[src/rtl/cam_pkg.sv]
// Shared types and widths for the camera frame-buffer writer.
package cam_pkg;

  localparam int COORD_W = 10;
  localparam int PIX_W   = 8;
  localparam int CNT_W   = 8;

  typedef enum logic [1:0] {
    S_IDLE,
    S_SYNC,
    S_CAPTURE
  } fbw_state_t;

endpackage

[src/rtl/cam_fb_writer_if.sv]
// Capture-stream inputs and frame-buffer write/status outputs of cam_fb_writer.
interface cam_fb_writer_if
  import cam_pkg::*;
#(
  parameter int ADDR_W = 17
);

  logic                capture_en;
  logic [COORD_W-1:0]  x_coord;
  logic [COORD_W-1:0]  y_coord;
  logic [PIX_W-1:0]    pixel_data;

  logic                fb_we;
  logic [ADDR_W-1:0]   fb_addr;
  logic [PIX_W-1:0]    fb_wdata;
  logic                fb_bank;
  logic                rd_bank;
  logic                frame_done;
  logic [CNT_W-1:0]    frame_cnt;

  modport master (
    output capture_en, x_coord, y_coord, pixel_data,
    input  fb_we, fb_addr, fb_wdata, fb_bank, rd_bank, frame_done, frame_cnt
  );

  modport slave (
    input  capture_en, x_coord, y_coord, pixel_data,
    output fb_we, fb_addr, fb_wdata, fb_bank, rd_bank, frame_done, frame_cnt
  );

endinterface

[src/rtl/cam_coord_evt.sv]
// Registers the previous coordinates and derives pixel / frame-wrap events from them.
module cam_coord_evt
  import cam_pkg::*;
(
  input  logic               pclk,
  input  logic               reset,
  input  logic [COORD_W-1:0] x_coord,
  input  logic [COORD_W-1:0] y_coord,
  output logic               pix_evt,
  output logic               frame_evt,
  output logic [COORD_W-1:0] x_prev,
  output logic [COORD_W-1:0] y_prev
);

  always_ff @(posedge pclk) begin
    if (reset) begin
      x_prev <= '0;
      y_prev <= '0;
    end else begin
      x_prev <= x_coord;
      y_prev <= y_coord;
    end
  end

  always_comb begin
    pix_evt   = (x_coord == x_prev + COORD_W'(1));
    frame_evt = (y_coord == '0) && (y_prev != '0);
  end

endmodule

[src/rtl/cam_fb_writer.sv]
// Ping-pong frame-buffer writer driven by inferred pixel/frame events.
// Optional CAM_FB_DOWNSAMPLE_EN: store only even columns/lines at half resolution.
module cam_fb_writer
  import cam_pkg::*;
#(
  parameter int FB_W = 320,
  parameter int FB_H = 240
) (
  input logic            pclk,
  input logic            reset,
  cam_fb_writer_if.slave bus
);

  localparam int ADDR_W = $clog2(FB_W * FB_H);

  fbw_state_t         state, state_nx;
  logic               pix_evt, frame_evt;
  logic [COORD_W-1:0] x_prev, y_prev, xs, ys;
  logic               keep, in_win, wr_en, done_nx;
  logic [ADDR_W-1:0]  addr_nx;

  logic               fb_we, fb_bank, frame_done;
  logic [ADDR_W-1:0]  fb_addr;
  logic [PIX_W-1:0]   fb_wdata;
  logic [CNT_W-1:0]   frame_cnt;

  cam_coord_evt u_evt (
    .pclk      (pclk),
    .reset     (reset),
    .x_coord   (bus.x_coord),
    .y_coord   (bus.y_coord),
    .pix_evt   (pix_evt),
    .frame_evt (frame_evt),
    .x_prev    (x_prev),
    .y_prev    (y_prev)
  );

  // The completed pixel is the one at (x_prev, y_prev); map it into the stored frame.
  always_comb begin
`ifdef CAM_FB_DOWNSAMPLE_EN
    xs   = x_prev >> 1;
    ys   = y_prev >> 1;
    keep = !x_prev[0] && !y_prev[0];
`else
    xs   = x_prev;
    ys   = y_prev;
    keep = 1'b1;
`endif
    in_win  = keep && (int'(xs) < FB_W) && (int'(ys) < FB_H);
    addr_nx = ADDR_W'(ys) * ADDR_W'(FB_W) + ADDR_W'(xs);
  end

  always_comb begin
    state_nx = state;
    wr_en    = 1'b0;
    done_nx  = 1'b0;
    unique case (state)
      S_IDLE: begin
        if (bus.capture_en) state_nx = S_SYNC;
      end
      S_SYNC: begin
        if (!bus.capture_en)  state_nx = S_IDLE;
        else if (frame_evt)   state_nx = S_CAPTURE;
      end
      S_CAPTURE: begin
        // A frame wrap takes priority over a coincident pixel event.
        if (frame_evt) begin
          done_nx = 1'b1;
          if (!bus.capture_en) state_nx = S_IDLE;
        end else if (pix_evt && in_win) begin
          wr_en = 1'b1;
        end
      end
      default: state_nx = S_IDLE;
    endcase
  end

  always_ff @(posedge pclk) begin
    if (reset) begin
      state      <= S_IDLE;
      fb_we      <= 1'b0;
      fb_addr    <= '0;
      fb_wdata   <= '0;
      fb_bank    <= 1'b0;
      frame_done <= 1'b0;
      frame_cnt  <= '0;
    end else begin
      state      <= state_nx;
      fb_we      <= wr_en;
      frame_done <= done_nx;
      if (wr_en) begin
        fb_addr  <= addr_nx;
        fb_wdata <= bus.pixel_data;
      end
      if (done_nx) begin
        fb_bank   <= ~fb_bank;
        frame_cnt <= frame_cnt + CNT_W'(1);
      end
    end
  end

  assign bus.fb_we      = fb_we;
  assign bus.fb_addr    = fb_addr;
  assign bus.fb_wdata   = fb_wdata;
  assign bus.fb_bank    = fb_bank;
  assign bus.rd_bank    = ~fb_bank;
  assign bus.frame_done = frame_done;
  assign bus.frame_cnt  = frame_cnt;

endmodule
[src/flat_wrapper.sv]
// flat-port wrapper written by rule: the top's interface ports become plain ports
module cam_fb_writer_flat import cam_pkg::*;
#(
  parameter int FB_W = 320,
  parameter int FB_H = 240
)
  (pclk, reset, bus_capture_en, bus_x_coord, bus_y_coord, bus_pixel_data, bus_fb_we, bus_fb_addr, bus_fb_wdata, bus_fb_bank, bus_rd_bank, bus_frame_done, bus_frame_cnt);
  cam_fb_writer_if bus_i ();
  input logic pclk;
  input logic reset;
  input wire logic [$bits(bus_i.capture_en)-1:0] bus_capture_en;
  input wire logic [$bits(bus_i.x_coord)-1:0] bus_x_coord;
  input wire logic [$bits(bus_i.y_coord)-1:0] bus_y_coord;
  input wire logic [$bits(bus_i.pixel_data)-1:0] bus_pixel_data;
  output wire logic [$bits(bus_i.fb_we)-1:0] bus_fb_we;
  output wire logic [$bits(bus_i.fb_addr)-1:0] bus_fb_addr;
  output wire logic [$bits(bus_i.fb_wdata)-1:0] bus_fb_wdata;
  output wire logic [$bits(bus_i.fb_bank)-1:0] bus_fb_bank;
  output wire logic [$bits(bus_i.rd_bank)-1:0] bus_rd_bank;
  output wire logic [$bits(bus_i.frame_done)-1:0] bus_frame_done;
  output wire logic [$bits(bus_i.frame_cnt)-1:0] bus_frame_cnt;
  assign bus_i.capture_en = bus_capture_en;
  assign bus_i.x_coord = bus_x_coord;
  assign bus_i.y_coord = bus_y_coord;
  assign bus_i.pixel_data = bus_pixel_data;
  assign bus_fb_we = bus_i.fb_we;
  assign bus_fb_addr = bus_i.fb_addr;
  assign bus_fb_wdata = bus_i.fb_wdata;
  assign bus_fb_bank = bus_i.fb_bank;
  assign bus_rd_bank = bus_i.rd_bank;
  assign bus_frame_done = bus_i.frame_done;
  assign bus_frame_cnt = bus_i.frame_cnt;
  cam_fb_writer #(.FB_W(FB_W), .FB_H(FB_H)) u_core (.pclk(pclk), .reset(reset), .bus(bus_i));
endmodule
[config.mk]
export PLATFORM = sky130hd
export DESIGN_NAME = cam_fb_writer_flat
export DESIGN_NICKNAME = d
export VERILOG_FILES = /design/src/rtl/cam_pkg.sv /design/src/rtl/cam_fb_writer_if.sv /design/src/rtl/cam_coord_evt.sv /design/src/rtl/cam_fb_writer.sv /design/src/flat_wrapper.sv
export SDC_FILE = /design/constraint.sdc
export NUM_CORES = 1
export LEC_CHECK = 0
export BUFFER_PORTS_ARGS = -buffer_cell sky130_fd_sc_hd__buf_4
export CORE_ASPECT_RATIO = 1.25
export CORE_MARGIN = 3
export CORE_UTILIZATION = 48
export CTS_BUF_LIST = sky130_fd_sc_hd__clkbuf_4 sky130_fd_sc_hd__clkbuf_8 sky130_fd_sc_hd__clkbuf_16
export DETAILED_ROUTE_END_ITERATION = 10
export GPL_TIMING_DRIVEN = 0
export PLACE_DENSITY = 0.7
export SYNTH_ARGS = -nofsm -noshare
export SYNTH_HDL_FRONTEND = slang
export SYNTH_SLANG_ARGS = --single-unit
export TNS_END_PERCENT = 1
[constraint.sdc]
create_clock -name pclk -period 7.34 [get_ports pclk]
set_clock_uncertainty 0.05 [all_clocks]
set_input_delay 1.468 -clock pclk [delete_from_list [all_inputs] [get_ports pclk]]
set_output_delay 1.468 -clock pclk [all_outputs]
set_load 0.02 [all_outputs]
# Word-level counts from Yosys, hierarchy flattened
# Cells that the tools add are included.
# totals
reg_bits	58
in_bits	31
out_inout_bits	37
# op_classes
n_addsub	3
multipliers	1
order_cmp	2
n_eq_ne	7
n_mux	11
bitwise_logic	1
reduce_logical	7
# op_table
cell	n
adder 17 x 10 -> 17 bit	1
multiplier 10 x 3 -> 11 bit, second input constant	1
adder 10 x 1 -> 10 bit, second input constant	1
== test 10 bit	1
logical NOT 10 bit	1
< comparator 10 x 8 -> 1 bit, second input constant	1
< comparator 10 x 9 -> 1 bit, second input constant	1
2-to-1 mux 2 bit	5
nonzero test 10 bit	1
adder 8 x 1 -> 8 bit, second input constant	1
case mux 2 bit (3 select lines)	1
2-to-1 mux 1 bit	5
inequality test 2 bit, second input constant	2
AND reduction 4 bit	1
logical AND 1 bit	3
inequality test 3 x 2 -> 1 bit, second input constant	1
== test 2 x 1 -> 1 bit, second input constant	1
== test 2 bit, second input constant	1
logical NOT 2 bit	1
inequality test 2 x 1 -> 1 bit, second input constant	1
NOT 1 bit	1

# Depth between registers and ports, before layout
# Gate-level depths: netlist of the first run.
# depth
ltp_word	6
ltp_mapped	9
mapped_depth_nobuf	9

# Modules after synthesis
# A second synthesis of the first run with hierarchy kept.
# hier_totals
cells_unflattened	341
area_unflattened_um2	2977.9
# by_module_without_submodules
module	n_inst	cells_each	area_per_inst_um2	seq_area_each_um2
cam_fb_writer	1	248	2100.8	760.7
cam_coord_evt	1	93	877.1	400.4

# Worst setup path after synthesis of the first run
# OpenSTA, ideal clock, no wires.
# synth_timing
path_type	input -> register
start	in bus_y_coord[1]
end	reg u_core.frame_cnt[6] (netlist: u_core.bus.frame_cnt[6])
arrival_time_ns	3.012
required_time_ns	7.219
path_slack_ns	4.207
stages	6
path_buffers	0
path_cell_list	nor4_1 > nand3_1 > nor3_2 > nand4_1 > or3_1 > a21oi_1
# synth_via
elab_chain_len	4
# synth_rtl
item	line	rtl
start, declared	flat_wrapper.sv:13	input wire logic [$bits(bus_i.y_coord)-1:0] bus_y_coord;
logical NOT 10 bit	cam_coord_evt.sv:27	frame_evt = (y_coord == '0) && (y_prev != '0);
logical AND 1 bit	cam_coord_evt.sv:27	
2-to-1 mux 1 bit	cam_fb_writer.sv:67	if (frame_evt) begin
2-to-1 mux 1 bit	cam_fb_writer.sv:57	unique case (state)
end signal, assigned	cam_fb_writer.sv:97	frame_cnt <= frame_cnt + CNT_W'(1);
end, declared	cam_fb_writer.sv:25	logic [CNT_W-1:0] frame_cnt;
# No other way between the ends.
# A chain may end at the register's enable or synchronous reset.

# Worst setup path in the final report of the first run
# layout_timing
start	reg u_core.u_evt.y_prev[1]
end	reg u_core.fb_addr[14] (netlist: u_core.bus.fb_addr[14])
# layout_via
elab_chain_len	6
# layout_rtl
item	line	rtl
start, declared	cam_coord_evt.sv:12	output logic [COORD_W-1:0] y_prev
start signal, assigned	cam_coord_evt.sv:21	y_prev <= y_coord;
parallel branches: the longest is 6 deep, another holds adder 17 x 10 -> 17 bit	n/a	
end signal, assigned	cam_fb_writer.sv:92	fb_addr <= addr_nx;
end, declared	cam_fb_writer.sv:23	logic [ADDR_W-1:0] fb_addr;
# Several ways; the timed one is not identified.

==> results_dict.tcl, run 1 <==
set metrics [dict create \
    wirelength_um 8010 \
    synth_top_area_share_pct 34.8 \
    synthCells 355 \
    cts_hold_buf 0 \
    synthTopCellsByCount "dfxtp_1, nand4_1, a21oi_1" \
    detailed_place.area_sq_um 3950 \
    post-cts-setup-buffers 0 \
    grt_first_pass_wirelength_um 13100 \
    clk_pin_slew_worst_paths_ps 70 \
    worstPathMaxFanout 4 \
    syn-num-nets 409 \
    hold_depth 1 \
    placed_cells_incl_taps 509 \
    min_period_ps 3350 \
    fin_crit_sh_pct 45.6 \
    power_per_standard_cell_area_nw_per_um2 173 \
    final_design_area_no_fill_sq_um 4130 \
    placement.io_buffers 67 \
    die_height_um 99.2 \
    holdWs_ps 391 \
    layout-area-overhead-vs-synth_pct 23.7 \
    worst_setup_path_end_kind "register" \
    synth_flop_cell "dfxtp_1" \
    max-slew-margin-rel_pct 46.9 \
    global_route.overflow_total 0 \
    timing.final.hold_violations 0 \
    synth_area_sq_um 3340 \
    start_util_pct 50.2 \
    clock_latency_ps 340 \
    r2r_cells 9 \
    antenna_violating_nets_post_route 0 \
    cts_made_buffers 9 \
    fin_tns_setup_ps 0 \
    critical_path_required_ps 7500 \
    cts_max_level 3 \
    netlist_top_cells_area "dfxtp_1, ha_1, o31ai_2" \
    floorplan.die.width_um 80.6 \
    yosys.cell_count.top_type "dfxtp_1" \
    fmax_ghz 0.299 \
    drc 0 \
    largest_net_degree_at_the_start_of_global_routing 12 \
    critical-path-top-cell-by-count "ha_1" \
    r2r_setup_slack_ps 3990 \
    netlist-cell-type-count 53 \
    antennaDiodeCount 0 \
    synthArstFlopShare_pct 0 \
    clock_tree.root_cell "clkbuf_8" \
    post-dp-hpwl_um 6270 \
    leakagePower_nw 1.58 \
    grt_overall_usage_pct 20.8 \
    rows 33 \
    final-max-slew-violation-count 0 \
    detailroute.via_count 2962 \
    i_o_pin_count 68 \
    peakVddDrop_v 0.000162 \
    crit_path_top_delay_cell "a2111oi_0" \
    timing.setup.critical_path_class "reg2reg" \
    nets 487 \
    die_area_sq_um 7990 \
    setup_slack_after_placement_ps 3690 \
    route.detailed.vias_per_inst 5.64 \
    cts_tree "built" \
    grt_setup_unrepaired "false" \
    max_stage_delay_ps 720 \
    post_cts_resized 0 \
    cap_violations 0 \
    fin_ws_ps 3990 \
    worstHoldPathType "reg2reg" \
    core_area_sq_um 6650 \
    setup_viol 0 \
    critPathArrivalTime_ps 3500 \
    synth_area_leader_cell "dfxtp_1" \
    layoutNonFillerInstCount 525 \
    grt_pass1_vias 2820 \
    initialDrtViolationCount 188 \
    count_of_flip_flops_with_a_built_in_enable_after_synthesis 0 \
    routabilityCongestion 0.835 \
    avgRoutedWirePerCell_um 15.3 \
    cp_cell_sequence "ha_1, ha_1, fa_1, xor2_1, nand2_1, a2111oi_0, a21boi_0, o2111ai_1, a21oi_1" \
    timing_worst_slew_pin_value_ps 777 \
    timing.critical_path.from_type "register" \
    synth_seq_area_share_pct 34.8 \
    outcome "complete, no violations" \
    antenna_found_initial 0 \
    drive_above_1_share_pct 28.1 \
    synth-seq-cells 58 \
    drt_first_pass_iters 4 \
    synth_warnings 0 \
    clockBufferDepth 2 \
    tritoncts_num_sinks 58 \
    syn-mean-instance-area_sq_um 9.40 \
]
==> cells by family after synthesis <==
logic type	share of synthesized area (%)
flops	34.8
simple gates	23.4
buf+inv	4.61
xor+xnor	7.09
compound gates	20.7
mux	0.300
fa+ha+maj	9.08
==> layout make-up <==
cell class                      instances  area, sq um
Fill cell                             608         2520
Multi-Input combinational cell        267         2020
Sequential cell                        58         1160
Timing Repair Buffer                   67          503
Clock buffer                           10          138
Buffer                                 19          113
Tap cell                               87          109
Clock inverter                          6         41.3
Inverter                               11         41.3
==> final timing paths <==
path | from | to
max reg2reg | u_core.u_evt.y_prev[1] | u_core.bus.fb_addr[14]
max | u_core.u_evt.y_prev[1] | u_core.bus.fb_addr[14]
min reg2reg | u_core.state[1] | u_core.state[0]
min | u_core.state[1] | u_core.state[0]
==> layout by cell type (no fill, tap or decap), types with 9 or more instances in the layout <==
master    netlist  final
xnor2_1        15     15
nand2_1         9      9
nand3_1         9      9
a21oi_1        26     26
nor2_1         17     17
inv_1          11     11
clkbuf_1        9      9
buf_4           2     69
o21ai_0         9      9
ha_1           21     21
clkbuf_8        0     10
dfxtp_1        58     58
nand4_1        27     27
nor2b_1        24     24
o31ai_2        19     19
xor2_1         12     12
==> metrics by stage <==
step           total power [mW]  utilization, %
2_1_floorplan             0.414               -
3_3_place_gp              0.448            59.4
3_5_place_dp              0.450            59.4
4_1_cts                   0.715            62.1
5_1_grt                   0.746            62.1
6_report                  0.712            62.1
==> worst max-delay path: cells and delay by family, from the launching register on <==
family | cells | cell delay [ps]
and+or+nand+nor | 1 | 130
xor gates and xnor gates | 1 | 260
DFF | 1 | 440
adders and majority gates | 3 | 920
AOI/OAI and AO/OA | 4 | 1410
==> power breakdown <==
group | internal, mW | switching, mW | leakage, nW | total (mW)
logic | 0.0481 | 0.0667 | 1.02 | 0.115
registers | 0.321 | 0.00802 | 0.473 | 0.329
clock network | 0.131 | 0.137 | 0.0847 | 0.269
total | 0.500 | 0.212 | 1.58 | 0.712
==> sequential cells by signal, indices dropped and copies added, names as in the netlist <==
signal	flops
u_core.bus.fb_addr	17
u_core.bus.fb_bank	1
u_core.bus.fb_wdata	8
u_core.bus.fb_we	1
u_core.bus.frame_cnt	8
u_core.bus.frame_done	1
u_core.state	2
u_core.u_evt.x_prev	10
u_core.u_evt.y_prev	10
==> metal layers <==
layer / vias to the layer above / track usage, % / wire length [um]
met5: - / 0 / 0
met4: 0 / 9.36 / 223
met3: 17 / 4.26 / 418
met2: 75 / 34.2 / 3900
met1: 1381 / 26.0 / 3470
li1: 1489 / - / -
(Power assumes the default switching activity.)
==> run 2, diff against run 1 <==
Clock period 7.34 ns to 3.3 ns, I/O delays scaled along.
==> run 2 against run 1 <==
Compared with the run above: design area is 0.15% higher; sequential power is 120% higher; global-route usage hardly changed; worst hold slack hardly changed; sequential cell count stayed put; critical endpoint unchanged.
==> results_dict.tcl, run 2 (synthesis results as in run 1) <==
set metrics [dict create \
    largest_register_ffs 17 \
    timing.setup.critical_path_class "reg2reg" \
    grt_pass1_vias 2819 \
    clk_pin_slew_worst_paths_ps 70 \
    final-max-slew-violation-count 0 \
    die_area_sq_um 7990 \
    clock_latency_ps 340 \
    antennaDiodeCount 0 \
    timing.final.hold_violations 0 \
    drc 0 \
    grt_setup_unrepaired "false" \
    max-slew-margin-rel_pct 58.8 \
    avgRoutedWirePerCell_um 15.2 \
    core_area_sq_um 6650 \
    cts_hold_buf 0 \
    worstHoldPathType "reg2reg" \
    tritoncts_num_sinks 58 \
    peakVddDrop_v 0.000361 \
    crit_path_end "u_core.bus.fb_addr[14]" \
    post-dp-hpwl_um 6270 \
    i_o_pin_count 68 \
    nets 487 \
    multiInputGateArea_sq_um 2030 \
    grt_first_pass_wirelength_um 13100 \
    detailed_place.area_sq_um 3950 \
    final_design_area_no_fill_sq_um 4130 \
    placement.io_buffers 67 \
    regMostFlops "u_core.bus.fb_addr" \
    timing_worst_slew_pin_value_ps 618 \
    global_route.overflow_total 0 \
    initialDrtViolationCount 193 \
    fin_crit_sh_pct 90.6 \
    fin_tns_setup_ps 0 \
    die_height_um 99.2 \
    detailroute.via_count 2962 \
    worst_setup_path_end_kind "register" \
    layout.area.seq_sq_um 1160 \
    critPathArrivalTime_ps 3150 \
    mostFrequentLayoutCells "buf_4, dfxtp_1, nand4_1" \
    timing.critical_path.from_type "register" \
    largest_net_degree_at_the_start_of_global_routing 12 \
    min_from "u_core.state[1]" \
    worstSetupStartpoint "u_core.u_evt.y_prev[1]" \
    power_per_standard_cell_area_nw_per_um2 384 \
    leakagePower_nw 1.58 \
    floorplan.die.width_um 80.6 \
    min_period_ps 2990 \
    worstReg2RegEnd "u_core.bus.fb_addr[14]" \
    clock_tree.root_cell "clkbuf_8" \
    r2r_cells 9 \
    grt_overall_usage_pct 20.8 \
    setup_viol 0 \
    mostFrequentLayoutCell "buf_4" \
    drive_above_1_share_pct 28.3 \
    cts_tree "built" \
    outcome "complete, no violations" \
    r2r_setup_slack_ps 310 \
    post-cts-setup-buffers 0 \
    crit-reg2reg-launch "u_core.u_evt.y_prev[1]" \
    post_cts_resized 1 \
    filler_cell_count 606 \
    wirelength_um 8000 \
    layoutNonFillerInstCount 525 \
    antenna_found_initial 0 \
    cts_max_level 3 \
    route.detailed.vias_per_inst 5.64 \
    layout-area-overhead-vs-synth_pct 23.9 \
    cts_made_buffers 9 \
    routabilityCongestion 0.835 \
    clockBufferDepth 2 \
    top_regs "u_core.bus.fb_addr x17, u_core.u_evt.x_prev x10, u_core.u_evt.y_prev x10" \
    start_util_pct 50.2 \
    fmax_ghz 0.334 \
    drt_first_pass_iters 4 \
    placed_cells_incl_taps 509 \
    worstPathMaxFanout 4 \
    cap_violations 0 \
    rows 33 \
    critical_path_required_ps 3460 \
    antenna_violating_nets_post_route 0 \
]
## run 2: cell counts in the layout (fill, tap and decap cells not counted)
No cell type changed its count.
## run 2: metrics by stage
| stage | worst slack, ps | utilization (%) | hold slack, ps | total power, mW |
|---|---|---|---|---|
| after floorplan | 629 | - | 372 | 0.920 |
| after global placement | 108 | 59.4 | 382 | 0.997 |
| after detailed placement | 13.0 | 59.4 | 393 | 1.00 |
| after CTS | 130 | 62.1 | 394 | 1.59 |
| after global routing | 61.3 | 62.2 | 435 | 1.66 |
| final | 309 | 62.2 | 391 | 1.59 |
## run 2: report_power, final
part           switching (mW)  total [mW]  internal [mW]
combinational           0.149       0.256          0.107
sequential             0.0178       0.731          0.714
clock                   0.306       0.598          0.292
total                   0.473        1.59           1.11
## run 2: worst min path at each step
| stage | to | cells after the start |
|---|---|---|
| final | u_core.state[0] | 1 |
| after global routing | u_core.bus.fb_wdata[5] | 2 |
| after CTS | u_core.state[0] | 1 |
| after detailed placement | u_core.state[0] | 1 |
| after global placement | u_core.state[0] | 1 |
| after floorplan | u_core.state[0] | 1 |
## run 2: layer usage
| metal | GRT usage (%) | up-vias | wire [um] |
|---|---|---|---|
| met1 | 26.0 | 1385 | 3470 |
| met4 | 9.36 | 0 | 223 |
| met2 | 34.2 | 71 | 3890 |
| li1 | - | 1489 | - |
| met3 | 4.26 | 17 | 422 |
| met5 | 0 | - | 0 |
## run 2: worst max-delay path, stage by stage, from the launching register on
cell and delay [ps]:
dfxtp_1 440, ha_1 270, ha_1 240, fa_1 410
xor2_1 240, nand2_1 140, a2111oi_2 460, a21boi_0 210
o2111ai_1 290, a21oi_1 100
## run 2: area by class of cell
class / instances / area share, %
plain buffers: 19 / 2.72
clock buffers: 10 / 3.33
clock inverters: 6 / 0.999
inverters: 11 / 0.999
multi-input cells: 267 / 49.0
flip-flops and latches: 58 / 28.1
well taps: 87 / 2.63
repair buffers: 67 / 12.2
==> run 3, diff against run 2 <==
Settings changed: PLACE_DENSITY 0.7 to 0.71.
==> run 3 against run 2 <==
Compared with the run above: utilization hardly changed; worst setup slack worse by 28 ps; first-iteration DRC count down 36%; total power down 1.4%; die area unchanged; largest cell class unchanged; highest routed layer unchanged.
==> results_dict.tcl, run 3 (synthesis results as in run 1) <==
set metrics [dict create \
    timing_worst_slew_pin_value_ps 646 \
    antenna_violating_nets_post_route 0 \
    drt_first_pass_iters 4 \
    clk_pin_slew_worst_paths_ps 70 \
    grt.busiest_layer "met2" \
    worstHoldPathType "reg2reg" \
    antennaDiodeCount 0 \
    timing.critical_path.from_type "register" \
    cts_tree "built" \
    routabilityCongestion 0.824 \
    avgRoutedWirePerCell_um 15.5 \
    whs_endpoint "u_core.state[0]" \
    cap_violations 0 \
    m1_gr_usage_pct 26.4 \
    drive_above_1_share_pct 28.5 \
    leakagePower_nw 1.59 \
    wirelength_um 8120 \
    filler_cell_count 589 \
    clockBufferDepth 2 \
    max-slew-margin-rel_pct 56.7 \
    regMostFlops "u_core.bus.fb_addr" \
    path_delay_family "compound AO/OA/AOI/OAI gates" \
    layout-area-overhead-vs-synth_pct 23.9 \
    timing.setup.critical_path_class "reg2reg" \
    min_from "u_core.state[1]" \
    grtUsageMet3_pct 2.99 \
    initialDrtViolationCount 124 \
    floorplan.die.width_um 80.6 \
    largest_register_ffs 17 \
    post_cts_resized 0 \
    critPathBufInv 0 \
    critical-path-top-cell-by-count "ha_1" \
    worst_setup_path_end_kind "register" \
    placement.io_buffers 67 \
    timing.final.hold_violations 0 \
    tritoncts_num_sinks 58 \
    route.detailed.vias_per_inst 5.71 \
    core_area_sq_um 6650 \
    fin_ws_ps 281 \
    cts_max_level 3 \
    drc 0 \
    grt_setup_unrepaired "false" \
    cts_made_buffers 9 \
    global_route.overflow_total 0 \
    crit_path_top_delay_cell "dfxtp_1" \
    rows 33 \
    setup_slack_after_placement_ps 56.3 \
    clock_tree.root_cell "clkbuf_8" \
    grt_pass1_vias 2864 \
    mostFrequentLayoutCell "buf_4" \
    fmax_ghz 0.331 \
    post-dp-hpwl_um 6280 \
    clock_latency_ps 340 \
    final-max-slew-violation-count 0 \
    placed_cells_incl_taps 509 \
    die_height_um 99.2 \
    worstReg2RegEnd "u_core.bus.fb_addr[14]" \
    nets 487 \
    start_util_pct 50.2 \
    outcome "complete, no violations" \
    antenna_found_initial 0 \
    detailroute.via_count 2999 \
    grt_overall_usage_pct 21.3 \
    critical_path_required_ps 3450 \
    fin_tns_setup_ps 0 \
    critPathArrivalTime_ps 3170 \
    i_o_pin_count 68 \
    post-cts-setup-buffers 0 \
    min_period_ps 3020 \
    hold_depth 1 \
    cts_hold_buf 0 \
    crit-reg2reg-launch "u_core.u_evt.y_prev[1]" \
    grt_first_pass_wirelength_um 13400 \
    r2r_setup_slack_ps 280 \
    power_per_standard_cell_area_nw_per_um2 378 \
    cp_cell_sequence "ha_1, ha_1, fa_1, xor2_1, nand2_1, a2111oi_2, a21boi_0, o2111ai_1, a21oi_1" \
    largest_net_degree_at_the_start_of_global_routing 11 \
    die_area_sq_um 7990 \
    setup_viol 0 \
    r2r_cells 9 \
    fin_crit_sh_pct 91.5 \
    mostFrequentLayoutCells "buf_4, dfxtp_1, nand4_1" \
    max_stage_delay_ps 440 \
    worstPathMaxFanout 4 \
    peakVddDrop_v 0.000239 \
    grt_use_met2_pct 36.2 \
    top_regs "u_core.bus.fb_addr x17, u_core.u_evt.x_prev x10, u_core.u_evt.y_prev x10" \
    layoutNonFillerInstCount 525 \
]
==> run 3: worst register-to-register path: stages, from the launching register on <==
cell and delay [ps]:
dfxtp_1 440, ha_1 280, ha_1 240, fa_1 430, xor2_1 260, nand2_1 140
a2111oi_2 430, a21boi_0 220, o2111ai_1 300, a21oi_1 100
==> run 3: power by group <==
group          switching, mW  internal [mW]
clock                  0.278          0.297
combinational          0.149          0.108
sequential            0.0182          0.714
total                  0.445           1.12
==> run 3: through the flow <==
stage / instance area (sq um) / util [%] / power [mW] / hold WS (ps)
finish: 4130 / 62.2 / 1.56 / 418
global route: 4130 / 62.2 / 1.63 / 427
CTS: 4120 / 62.0 / 1.57 / 405
detailed placement: 3950 / 59.4 / 1.00 / 396
global placement: 3950 / 59.4 / 0.996 / 383
floorplan: 3340 / - / 0.920 / 372
==> run 3: area by class of cell <==
type                    instances  area [sq um]  share of cell area, %
repair buffers                 67           503                   12.2
inverters                      11          41.3                  0.999
multi-input cells             267          2030                   49.2
well taps                      87           109                   2.63
clock buffers                  11           145                   3.51
flip-flops and latches         58          1160                   28.1
plain buffers                  19           113                   2.72
clock inverters                 5          30.0                  0.726
==> run 3: routing by layer <==
layer / routed length (um) / part of all wire [%]
met3: 385 / 4.7
met4: 126 / 1.6
met5: 0 / 0
met1: 3470 / 43
met2: 4140 / 51
==> run 3: worst max-delay path by stage <==
stage	slack [ps]	end	startpoint	cells after the start
floorplan	630	u_core.bus.fb_addr[14]	u_core.u_evt.y_prev[1]	9
global placement	120	u_core.bus.fb_addr[14]	u_core.u_evt.y_prev[1]	9
detailed placement	60	u_core.bus.fb_addr[14]	u_core.u_evt.y_prev[1]	9
CTS	40	u_core.bus.fb_addr[14]	u_core.u_evt.y_prev[1]	9
global route	20	u_core.bus.fb_addr[14]	u_core.u_evt.y_prev[1]	9
finish	280	u_core.bus.fb_addr[14]	u_core.u_evt.y_prev[1]	9
